$ cat src/rtl/equ_serial_arb.sv
// rtl/equ_serial_arb.sv - round-robin shared bit-serial equality engine for two requesters
// Optional early exit on first mismatching bit: define EQU_SERIAL_EARLY_EXIT_EN.
module equ_serial_arb #(
  parameter int WIDTH = 8,
  parameter int IDX_W = 3
) (
  input  logic             clk,
  input  logic             rst_n,
  input  logic             req0,
  input  logic [WIDTH-1:0] x0,
  input  logic [WIDTH-1:0] y0,
  output logic             gnt0,
  input  logic             req1,
  input  logic [WIDTH-1:0] x1,
  input  logic [WIDTH-1:0] y1,
  output logic             gnt1,
  output logic             bit_x,
  output logic             bit_y,
  input  logic             bit_eq,
  output logic [IDX_W-1:0] bit_idx,
  output logic             busy,
  output logic             done,
  output logic             r,
  output logic             owner
);

  typedef enum logic [1:0] {IDLE, GRANT, CMP, DONE} state_t;

  state_t           state;
  logic             last_owner;
  logic             acc;
  logic [WIDTH-1:0] sx;
  logic [WIDTH-1:0] sy;
  logic             pick;
  logic             acc_next;
  logic             last_bit;
  logic             stop;
  logic [WIDTH-1:0] op_x;
  logic [WIDTH-1:0] op_y;

  // On a tie the requester that was not served last wins.
  always_comb begin
    pick = 1'b0;
    if (req0 && req1) pick = ~last_owner;
    else if (req1)    pick = 1'b1;
  end

  assign op_x     = owner ? x1 : x0;
  assign op_y     = owner ? y1 : y0;
  assign acc_next = acc & bit_eq;
  assign last_bit = (bit_idx == IDX_W'(WIDTH - 1));

`ifdef EQU_SERIAL_EARLY_EXIT_EN
  assign stop = last_bit | ~bit_eq;
`else
  assign stop = last_bit;
`endif

  always_ff @(posedge clk) begin
    if (!rst_n) begin
      state      <= IDLE;
      gnt0       <= 1'b0;
      gnt1       <= 1'b0;
      busy       <= 1'b0;
      done       <= 1'b0;
      r          <= 1'b0;
      owner      <= 1'b0;
      bit_idx    <= '0;
      bit_x      <= 1'b0;
      bit_y      <= 1'b0;
      last_owner <= 1'b1;
      acc        <= 1'b1;
      sx         <= '0;
      sy         <= '0;
    end else begin
      case (state)
        IDLE: begin
          done <= 1'b0;
          if (req0 || req1) begin
            state <= GRANT;
            owner <= pick;
            gnt0  <= ~pick;
            gnt1  <= pick;
            busy  <= 1'b1;
          end
        end
        GRANT: begin
          // Operands are sampled at the end of the grant cycle; bit 0 goes out immediately.
          gnt0    <= 1'b0;
          gnt1    <= 1'b0;
          bit_x   <= op_x[0];
          bit_y   <= op_y[0];
          sx      <= op_x >> 1;
          sy      <= op_y >> 1;
          acc     <= 1'b1;
          bit_idx <= '0;
          state   <= CMP;
        end
        CMP: begin
          acc <= acc_next;
          if (stop) begin
            state <= DONE;
            done  <= 1'b1;
            r     <= acc_next;
            bit_x <= 1'b0;
            bit_y <= 1'b0;
          end else begin
            bit_x <= sx[0];
            bit_y <= sy[0];
            sx    <= sx >> 1;
            sy    <= sy >> 1;
            if (!last_bit) bit_idx <= bit_idx + 1'b1;
          end
        end
        DONE: begin
          done       <= 1'b0;
          busy       <= 1'b0;
          last_owner <= owner;
          state      <= IDLE;
        end
        default: state <= IDLE;
      endcase
    end
  end

endmodule

$ cat config.mk
export PLATFORM = sky130hd
export DESIGN_NAME = equ_serial_arb
export DESIGN_NICKNAME = d
export VERILOG_FILES = /design/src/rtl/equ_serial_arb.sv
export SDC_FILE = /design/constraint.sdc
export NUM_CORES = 1
export LEC_CHECK = 0
export ABC_AREA = 1
export CORE_MARGIN = 1
export CORE_UTILIZATION = 50
export CTS_CLUSTER_DIAMETER = 30
export DETAILED_ROUTE_END_ITERATION = 8
export MAX_ROUTING_LAYER = met4
export PLACE_DENSITY = 0.85
export SKIP_LAST_GASP = 1
export SYNTH_ARGS = -nofsm -noshare
export SYNTH_HDL_FRONTEND = slang
export SYNTH_SLANG_ARGS = --single-unit
export TNS_END_PERCENT = 5
$ cat constraint.sdc
create_clock -name clk -period 3.7 [get_ports clk]
set_input_delay 0.74 -clock clk [delete_from_list [all_inputs] [get_ports clk]]
set_output_delay 0.74 -clock clk [all_outputs]
set_load 0.1 [all_outputs]
==> out/qor.csv <==
stage;metric;value;unit
route;route.detailed.drc;0;
power;p_comb_share;54.4;%
worst_setup_path;crit_family;buffers and inverters;
worst_setup_path;cp_num_cells;1;
power;powerDensity;686;nW/um^2
cts;clk_pin_slew;0.09;ns
timing;setup_viol;0;
timing;min_period;2.61;ns
worst_setup_path;critPathArrivalTime;1.87;ns
route;detail_route.wl_per_cell;11.1;um
timing;finalClockSkew;0.00213;ns
power;clkPwrFrac;13.0;%
timing;worst_pin_slew;0.982;ns
synthesis;synth_area;1580;sq um
timing;fmax;0.383;GHz
worst_setup_path;worstSetupStartpointType;flop;
worst_hold_path;hp-class;reg2reg;
place;place_ws;1.42;ns
worst_setup_path;worstPathRequired;2.96;ns
synthesis;syn_avg_cell_area;6.63;sq um
job;maxCapViolCount;0;
synthesis;ys_warn_count;0;
synthesis;async_reset_ff_share;0;%
timing;rsz0062_at_grt;false;
place;numPortBuffers;47;
route;antenna_left;0;
synthesis;synth_cell_types;16;
synthesis;synth_edf_count;0;
timing;drv_slew;0;
worst_setup_path;crit_type;reg2out;
power;switching_share;49.3;%
grt;grt_pass1_vias;1397;
worst_setup_path;worst_path_largest_cell_delay;1.15;ns
power;netSwitchingPower;701;uW
synthesis;synth_nets;283;
layout;nets;328;
worst_setup_path;cp_max_fo;4;
layout;antenna_cells;0;
cts;clock_latency;0.33;ns
die;ios;48;
cts;post-cts-setup-buffers;0;
synthesis;synthTopCellsByArea;dfxtp_1 37%, nand2_1 18%, a21oi_1 8.9%;
die;num_rows;20;
cts;cts.sinks;29;
route;vias;1633;
cts;clockBufferDepth;2;
synthesis;yosysTopAreaCell;dfxtp_1;
route;viasPerCell;4.98;
grt;track_usage;23.6;%
timing;finalSetupTns;0;ns
cts;post_cts_resized;0;
synthesis;yosysSeqAreaShare;36.8;%
worst_hold_path;hold_path_depth;2;
layout;area_delta_synth_final;31.5;%
synthesis;synth_top_area_share;36.8;%
power;p_leak;0.000891;uW
grt;grt_max_degree;29;
timing;hold_violations;0;
outcome;status;finished clean;
worst_setup_path;cp.buffers_inverters;1;
grt;grt_pass1_wl;5810;um
cts;ctsHoldBuffers;0;
grt;antenna_found_initial;0;
cts;cts_root_buf;clkbuf_4;
cts;numCtsBuffers;5;
die;die_x;58.2;um
cts;cts_tree;built;
timing;worst_slack;1.09;ns
die;start_util;52.1;%
route;first_iter_violations;59;
worst_setup_path;critPathSlowestCell;clkdlybuf4s50_1;
place;place.gp.congestion;0.766;
die;core;3030;sq um
route;totalWireLength;3640;um
synthesis;netlist_instances;238;
die;die_area;3390;sq um
power;seq_power_share;32.6;%
worst_setup_path;crit_chain;clkdlybuf4s50_1;
layout;fillers;279;
route;drt-pass1-iter-count;4;
power;p_int;722;uW
timing;relSlewSlack;34.3;%
layout;layout-drive-gt1-share;3.52;%
place;detailed_place_hpwl;2580;um
grt;overflow;0;
die;die-height;58.2;um
worst_setup_path;r2r_cells;5;
synthesis;dominantRegCellSynth;dfxtp_1;
synthesis;synth-seq-cells;29;
worst_setup_path;cp-end-kind;output port;
timing;finalCritPeriodShare;70.6;%
cts;htreeDepth;2;
power;ir_drop;0.407;mV
==> cells by family (layout without fill, tap and decap cells) <==
group,Yosys count,count (layout),synth area share (%)
compound gates,52,52,17.1
fa+ha+maj,8,8,6.34
buf+inv,28,74,9.51
flops,29,29,36.8
simple gates,121,121,30.3
==> flip-flops by register name, summed over array words and instances (netlist names) <==
name and count:
sy 7, last_owner 1, bit_y 1, bit_idx 3, acc 1, sx 7
state 2, done 1, bit_x 1, busy 1, gnt1 1, r 1
gnt0 1, owner 1
==> cell usage in the layout (no fill, tap or decap) <==
master and n:
a21oi_1 28, buf_4 2, clkbuf_1 3, clkbuf_4 5, clkdlybuf4s50_1 46, dfxtp_1 29
ha_1 8, inv_1 17, inv_2 1, nand2_1 77, nand2_4 2, nand3_1 5
nand4_1 1, nor2_1 36, o211ai_1 4, o21ai_0 8, o21ai_1 12
==> synth_stat cells, types with 4 or more instances <==
cell	n
a21oi_1	28
buf_4	4
buf_6	4
dfxtp_1	29
ha_1	8
inv_1	17
nand2_1	77
nand3_1	5
nor2_1	36
o211ai_1	4
o21ai_0	8
o21ai_1	12
==> worst paths after layout <==
kind                            slack (ns)    endpoint        from
worst max-delay path                  1.09  bit_idx[2]  bit_idx[2]
worst max register to register        1.99       sy[0]       owner
worst min-delay path                  0.49       sx[6]       sx[6]
worst min register to register        0.49       sx[6]       sx[6]
==> cell type report <==
cell class              count  area (sq um)  share of cell area [%]
repair buffers             48           475                    22.9
well taps                  44          55.1                    2.65
clock buffers               8          48.8                    2.35
inverters                  18          67.6                    3.25
flip-flops and latches     29           581                    28.0
multi-input cells         181           848                    40.9
==> power by group through the flow <==
stage	logic (uW)	clock network (uW)	registers (uW)
after floorplan	472	0	634
after global placement	762	0	466
after detailed placement	771	0	470
after CTS	776	191	464
after global routing	852	206	476
final	774	185	464
==> metrics by stage <==
stage,total power (uW),cell area (sq um),instances,utilization [%],hold slack (ns)
CTS,1430,2080,328,68.6,0.485
detailed placement,1240,2030,320,66.9,0.463
floorplan,1110,1580,238,-,0.439
global placement,1230,2030,320,66.9,0.453
finish,1420,2080,328,68.6,0.487
global route,1530,2080,328,68.6,0.501
==> per-layer routing <==
metal	GRT usage [%]	wire length, um
met5	-	0
met4	10.9	68
met2	36.9	1640
met3	7.37	209
met1	27.6	1720
No activity file was read; power rests on OpenSTA's default activity.
